<file path="src/rtl/pc_seq_pkg.sv">
// Shared encodings for the multicycle PC sequencer: opcodes, FSM states, instruction classes.
// PC_SEQ_SYSTEM_HALT_EN makes the SYSTEM opcode decode to its own class instead of illegal.
package pc_seq_pkg;

    localparam logic [6:0] OP_LUI    = 7'b0110111;
    localparam logic [6:0] OP_AUIPC  = 7'b0010111;
    localparam logic [6:0] OP_JAL    = 7'b1101111;
    localparam logic [6:0] OP_JALR   = 7'b1100111;
    localparam logic [6:0] OP_BRANCH = 7'b1100011;
    localparam logic [6:0] OP_LOAD   = 7'b0000011;
    localparam logic [6:0] OP_STORE  = 7'b0100011;
    localparam logic [6:0] OP_IMM    = 7'b0010011;
    localparam logic [6:0] OP_OP     = 7'b0110011;
    localparam logic [6:0] OP_SYSTEM = 7'b1110011;

    // Bit positions inside pc_control = {reset, enable, pc_src, jalr}
    localparam int PCC_RESET = 3;
    localparam int PCC_EN    = 2;
    localparam int PCC_SRC   = 1;
    localparam int PCC_JALR  = 0;

    typedef enum logic [2:0] {
        S_RESET,
        S_FETCH,
        S_DECODE,
        S_EXECUTE,
        S_MEMORY,
        S_WRITEBACK,
        S_TRAP,
        S_HALT
    } state_t;

    typedef enum logic [3:0] {
        C_NONE,
        C_LUI,
        C_AUIPC,
        C_JAL,
        C_JALR,
        C_BRANCH,
        C_LOAD,
        C_STORE,
        C_OPIMM,
        C_OP,
        C_SYSTEM,
        C_ILLEGAL
    } instr_class_t;

    typedef enum logic [1:0] {
        TC_NONE    = 2'b00,
        TC_ILLEGAL = 2'b01,
        TC_TIMEOUT = 2'b10
    } trap_cause_t;

    function automatic instr_class_t decode_class(input logic [6:0] op);
        instr_class_t c;
        case (op)
            OP_LUI:    c = C_LUI;
            OP_AUIPC:  c = C_AUIPC;
            OP_JAL:    c = C_JAL;
            OP_JALR:   c = C_JALR;
            OP_BRANCH: c = C_BRANCH;
            OP_LOAD:   c = C_LOAD;
            OP_STORE:  c = C_STORE;
            OP_IMM:    c = C_OPIMM;
            OP_OP:     c = C_OP;
`ifdef PC_SEQ_SYSTEM_HALT_EN
            OP_SYSTEM: c = C_SYSTEM;
`endif
            default:   c = C_ILLEGAL;
        endcase
        return c;
    endfunction

    // Classes that retire with a register-file write
    function automatic logic writes_rd(input instr_class_t c);
        return (c == C_LUI) || (c == C_AUIPC) || (c == C_JAL) || (c == C_JALR) ||
               (c == C_LOAD) || (c == C_OPIMM) || (c == C_OP);
    endfunction

endpackage

</file>
<file path="src/rtl/pc_sequencer_branch_resolver.sv">
// Combinational branch condition evaluation from funct3 and the ALU compare flags.
// o_valid is low for the two funct3 codes RV32I leaves unassigned for branches.
module branch_resolver (
    input  logic [2:0] i_funct3,
    input  logic       i_cmp_eq,
    input  logic       i_cmp_lt,
    input  logic       i_cmp_ltu,
    output logic       o_taken,
    output logic       o_valid
);

    always_comb begin
        o_taken = 1'b0;
        o_valid = 1'b1;
        case (i_funct3)
            3'b000:  o_taken = i_cmp_eq;
            3'b001:  o_taken = !i_cmp_eq;
            3'b100:  o_taken = i_cmp_lt;
            3'b101:  o_taken = !i_cmp_lt;
            3'b110:  o_taken = i_cmp_ltu;
            3'b111:  o_taken = !i_cmp_ltu;
            default: o_valid = 1'b0;
        endcase
    end

endmodule

</file>
<file path="src/rtl/pc_sequencer.sv">
// Multicycle RV32I control FSM driving the PC control bus, IR latch and register-file write.
// Define PC_SEQ_SYSTEM_HALT_EN to make SYSTEM instructions halt instead of trapping.
module pc_sequencer
    import pc_seq_pkg::*;
#(
    parameter int unsigned MEM_WAIT_MAX = 255
) (
    input  logic       clk,
    input  logic       reset,
    input  logic       mem_ready,
    input  logic [6:0] opcode,
    input  logic [2:0] funct3,
    input  logic       cmp_eq,
    input  logic       cmp_lt,
    input  logic       cmp_ltu,
    output logic [3:0] pc_control,
    output logic       ir_write,
    output logic       mem_read,
    output logic       mem_write,
    output logic       reg_write,
    output logic       trap,
    output logic [1:0] trap_cause,
    output logic       halted
);

    localparam int WAIT_W = (MEM_WAIT_MAX < 2) ? 1 : $clog2(MEM_WAIT_MAX + 1);

    state_t             r_state;
    instr_class_t       r_class;
    logic               r_taken;
    logic [WAIT_W-1:0]  r_wait;
    logic               r_trap;
    trap_cause_t        r_cause;

    instr_class_t       w_class;
    logic               w_br_taken;
    logic               w_br_valid;
    logic [WAIT_W-1:0]  w_wait_inc;
    logic               w_timeout;

    branch_resolver u_branch (
        .i_funct3  (funct3),
        .i_cmp_eq  (cmp_eq),
        .i_cmp_lt  (cmp_lt),
        .i_cmp_ltu (cmp_ltu),
        .o_taken   (w_br_taken),
        .o_valid   (w_br_valid)
    );

    assign w_class    = decode_class(opcode);
    assign w_wait_inc = (r_wait == '1) ? r_wait : r_wait + WAIT_W'(1);
    // The current stalled cycle is wait number r_wait+1; trap when that hits the limit
    assign w_timeout  = (MEM_WAIT_MAX != 0) && ((32'(r_wait) + 32'd1) >= MEM_WAIT_MAX);

    always_ff @(posedge clk) begin
        if (reset) begin
            r_state <= S_RESET;
            r_class <= C_NONE;
            r_taken <= 1'b0;
            r_wait  <= '0;
            r_trap  <= 1'b0;
            r_cause <= TC_NONE;
        end else begin
            case (r_state)
                S_RESET: r_state <= S_FETCH;
                S_FETCH: begin
                    if (mem_ready) begin
                        r_state <= S_DECODE;
                        r_wait  <= '0;
                    end else if (w_timeout) begin
                        r_state <= S_TRAP;
                        r_trap  <= 1'b1;
                        r_cause <= TC_TIMEOUT;
                        r_wait  <= '0;
                    end else begin
                        r_wait  <= w_wait_inc;
                    end
                end
                S_DECODE: begin
                    r_class <= w_class;
                    if (w_class == C_ILLEGAL || (w_class == C_BRANCH && !w_br_valid)) begin
                        r_state <= S_TRAP;
                        r_trap  <= 1'b1;
                        r_cause <= TC_ILLEGAL;
                    end
`ifdef PC_SEQ_SYSTEM_HALT_EN
                    else if (w_class == C_SYSTEM) begin
                        r_state <= S_HALT;
                    end
`endif
                    else begin
                        r_state <= S_EXECUTE;
                    end
                end
                S_EXECUTE: begin
                    r_taken <= w_br_taken;
                    r_state <= (r_class == C_LOAD || r_class == C_STORE) ? S_MEMORY : S_WRITEBACK;
                end
                S_MEMORY: begin
                    if (mem_ready) begin
                        r_state <= S_WRITEBACK;
                        r_wait  <= '0;
                    end else if (w_timeout) begin
                        r_state <= S_TRAP;
                        r_trap  <= 1'b1;
                        r_cause <= TC_TIMEOUT;
                        r_wait  <= '0;
                    end else begin
                        r_wait  <= w_wait_inc;
                    end
                end
                S_WRITEBACK: r_state <= S_FETCH;
                S_TRAP:      r_state <= S_TRAP;
                S_HALT:      r_state <= S_HALT;
                default:     r_state <= S_RESET;
            endcase
        end
    end

    // Moore decode of the registered state; ir_write alone follows mem_ready in FETCH
    always_comb begin
        pc_control = '0;
        ir_write   = 1'b0;
        mem_read   = 1'b0;
        mem_write  = 1'b0;
        reg_write  = 1'b0;
        case (r_state)
            S_RESET: pc_control[PCC_RESET] = 1'b1;
            S_FETCH: begin
                mem_read = 1'b1;
                ir_write = mem_ready;
            end
            S_MEMORY: begin
                mem_read  = (r_class == C_LOAD);
                mem_write = (r_class == C_STORE);
            end
            S_WRITEBACK: begin
                pc_control[PCC_EN]   = 1'b1;
                pc_control[PCC_SRC]  = (r_class == C_JAL) || (r_class == C_BRANCH && r_taken);
                pc_control[PCC_JALR] = (r_class == C_JALR);
                reg_write            = writes_rd(r_class);
            end
            default: ;
        endcase
    end

    assign trap       = r_trap;
    assign trap_cause = r_cause;

`ifdef PC_SEQ_SYSTEM_HALT_EN
    assign halted = (r_state == S_HALT);
`else
    assign halted = 1'b0;
`endif

endmodule
</file>
<file path="config.mk">
export PLATFORM = sky130hd
export DESIGN_NAME = pc_sequencer
export DESIGN_NICKNAME = d
export VERILOG_FILES = /design/src/rtl/pc_seq_pkg.sv /design/src/rtl/pc_sequencer_branch_resolver.sv /design/src/rtl/pc_sequencer.sv
export SDC_FILE = /design/constraint.sdc
export NUM_CORES = 1
export LEC_CHECK = 0
export ABC_AREA = 0
export ABC_CLOCK_PERIOD_IN_PS = 2300
export CORE_UTILIZATION = 50
export CTS_CLUSTER_SIZE = 10
export DETAILED_ROUTE_END_ITERATION = 8
export GPL_ROUTABILITY_DRIVEN = 0
export PLACE_DENSITY = 0.79
export SYNTH_ARGS = -nofsm -noshare
export SYNTH_HDL_FRONTEND = slang
export SYNTH_SLANG_ARGS = --single-unit
</file>
<file path="constraint.sdc">
create_clock -name clk -period 2.3 [get_ports clk]
set_input_delay 0.345 -clock clk [delete_from_list [all_inputs] [get_ports clk]]
set_output_delay 0.345 -clock clk [all_outputs]
set_load 0.01 [all_outputs]
</file>
==> results.sh <==
export IMPL_core_um2=2500
export IMPL_worstMarginPinSlew_ps=530
export IMPL_path_class="reg -> out"
export IMPL_drv_slew=0
export IMPL_multi_input_area_um2=870
export IMPL_switching_share=0.356
export IMPL_drt_total_wl_mm=3.18
export IMPL_dp_cells=222
export IMPL_grt_pass1_vias=1266
export IMPL_synth_xor_area_frac=0.0264
export IMPL_max_clock_freq_ghz=0.464
export IMPL_clkPwrFrac=0.196
export IMPL_grt_ovfl_total=0
export IMPL_synthAdderAreaFrac=0.0189
export IMPL_finalNetCount=215
export IMPL_first_pass_iters=4
export IMPL_netlist_area_um2=1330
export IMPL_grt_max_degree=14
export IMPL_hold_viol=0
export IMPL_synth_simple_area_share=0.312
export IMPL_yosysSeqAreaShare=0.287
export IMPL_drtIter0Drc=39
export IMPL_nFillCells=226
export IMPL_synth_flop_cell="dfxtp_1"
export IMPL_synth_cells=172
export IMPL_dieWidth_um=53.5
export IMPL_r2r_start="r_wait[0]"
export IMPL_io_pins=28
export IMPL_power_frac_seq=0.448
export IMPL_synthMuxAreaShare=0.0151
export IMPL_hold_buffers=0
export IMPL_relSlewSlack=0.646
export IMPL_hold_class="reg -> reg"
export IMPL_ir_drop_mv=0.537
export IMPL_synth_seq_cells=19
export IMPL_cts_tree="yes"
export IMPL_antenna_found_initial=0
export IMPL_cp_end_kind="primary output"
export IMPL_yosysWarnings=0
export IMPL_stdcell_count=226
export IMPL_start_util=0.530
export IMPL_period_minus_slack_ps=2160
export IMPL_skew_ps=3.11
export IMPL_via_count=1406
export IMPL_clk_pin_slew_worst_paths_ps=110
export IMPL_hpwlAfterDp_mm=2.45
export IMPL_setup_tns_ps=0
export IMPL_syn2layout_area_growth_pct=23.7
export IMPL_drive_gt1_frac=0.0867
export IMPL_worstSetupStartpointType="register"
export IMPL_period_share=0.937
export IMPL_p_per_area_nw_per_um2=545
export IMPL_regArea_um2=385
export IMPL_synth_enable_flop_cells=0
export IMPL_syn_num_nets=190
export IMPL_cts_htree_levels=1
export IMPL_cts_root_buf="clkbuf_4"
export IMPL_startpoint="r_class[3]"
export IMPL_required_ps=1960
export IMPL_die_area_um2=2860
export IMPL_syn_avg_cell_area_um2=7.70
export IMPL_p_sw_w=0.000317
export IMPL_clk_latency_ps=310
export IMPL_synth_cell_type_count=47
export IMPL_diodes=0
export IMPL_min_from="trap_cause[0]"
export IMPL_setup_viol=0
export IMPL_row_count=18
export IMPL_cts_sinks=19
export IMPL_ant_nets=0
export IMPL_outcome="finished clean"
export IMPL_die_height_um=53.5
export IMPL_portBuffers=26
export IMPL_numCtsBuffers=3
export IMPL_cp_arrival_ps=1810
export IMPL_drc=0
export IMPL_async_flop_share=0
export IMPL_synth_top_family_by_area="simple AND/OR/NAND/NOR gates"
export IMPL_p_int_w=0.000575
export IMPL_crit_fanout=6
export IMPL_power_leakage_nw=0.593
export IMPL_wl_per_cell_um=14.1
export IMPL_rsz0062_at_grt="no"
export IMPL_hold_ws_ps=465
export IMPL_post_cts_buffers=0
export IMPL_grt_util_all_layers=0.261
export IMPL_cap_violations=0
export IMPL_grt_pass1_wl_mm=5.38
export IMPL_cts_buffer_depth=2
export IMPL_via_per_inst=6.22
export IMPL_pwr_share_comb=0.356
export IMPL_synth_compound_area_frac=0.281
[layout make-up]
cell class | count | share of cell area
Multi-Input combinational cell | 135 | 0.531
Clock inverter | 1 | 0.00305
Sequential cell | 19 | 0.235
Inverter | 9 | 0.0206
Tap cell | 30 | 0.0229
Timing Repair Buffer | 29 | 0.174
Clock buffer | 3 | 0.0137
[registers in the layout, summed over array words and instances (netlist names)]
| register | count |
|---|---|
| r_taken | 1 |
| r_state | 3 |
| trap_cause | 2 |
| trap | 1 |
| r_wait | 8 |
| r_class | 4 |
[synthesized netlist by cell type (2+ instances only)]
cell      number  share of area
dfxtp_1       19           0.29
a21oi_1       18          0.068
nand2_1       14          0.040
inv_1          9          0.025
nor3_1         9          0.034
nor2_1         8          0.023
clkbuf_1       7          0.020
nand3_1        7          0.026
o21ai_0        6          0.023
nand4_1        5          0.024
nor2b_1        5          0.024
nor4_1         5          0.024
a21o_1         4          0.023
xor2_1         4          0.026
a31oi_1        3          0.014
and4_1         3          0.020
a2111o_1       2          0.017
a31o_1         2          0.013
and3_1         2         0.0094
buf_4          2          0.011
ha_1           2          0.019
mux2i_1        2          0.015
nand2b_1       2         0.0094
nand2b_4       2          0.021
nand3b_1       2          0.011
nor4b_1        2          0.013
o21ai_1        2         0.0076
o22a_1         2          0.013
o22ai_1        2         0.0094
o311a_1        2          0.015
or4_1          2          0.011
[path summary, 6_finish.rpt]
kind	end	slack, ps	cells after the start
min reg2reg	trap_cause[0]	470	2
min	trap_cause[0]	470	2
max	mem_write	140	3
max reg2reg	r_wait[7]	290	7
[power by group through the flow]
stage          logic, W  registers (W)  clock network, W
4_1_cts        0.000319       0.000397          0.000181
3_3_place_gp   0.000311       0.000403                 0
5_1_grt        0.000355       0.000406          0.000192
6_report       0.000318       0.000400          0.000175
3_5_place_dp   0.000318       0.000405                 0
2_1_floorplan  0.000205       0.000396                 0
[metal layers]
layer	vias up	wire (µm)	GRT usage
met1	655	1400	0.299
met4	0	24	0.0746
met2	41	1620	0.471
met5	-	0	0
li1	706	-	-
met3	4	140	0.0603
[metrics by stage]
stage	area, µm²	utilization	total power (W)	setup WS [ps]
floorplan	1330	-	0.000601	556
global placement	1600	0.642	0.000714	315
detailed placement	1600	0.642	0.000723	277
CTS	1630	0.653	0.000897	7.92
global route	1640	0.656	0.000954	38.2
finish	1640	0.656	0.000893	145
[layout by cell type (no fill, tap or decap), drive strengths merged, types with 7 or more instances in the layout]
master and n:
clkdlybuf4s50 25, dfxtp 19, a21oi 18, nand2 14
inv 9, nor3 9, o21ai 9, nor2 8
nand3 7
[cells by family (layout without fill, tap and decap cells)]
group | after synthesis | in the layout
and+or+nand+nor | 72 | 72
AOI/OAI and AO/OA | 54 | 54
DFF | 19 | 19
buffers and inverters | 18 | 42
xor gates and xnor gates | 4 | 4
adders and majority gates | 2 | 2
muxes | 2 | 2
other | 1 | 1
[timing repair]
item | 4_1_cts | 5_1_grt
pin swaps | 0 | 0
endpoints found under the setup margin | 1 | 3
resized for setup | 1 | 4
[critical path, cell delays in order, from the launching register on]
cell             delay, ps
dfxtp_1                370
nand3b_1               210
nor4b_1                330
clkdlybuf4s50_1        590
Note: power is estimated with default switching activity, not from simulation.
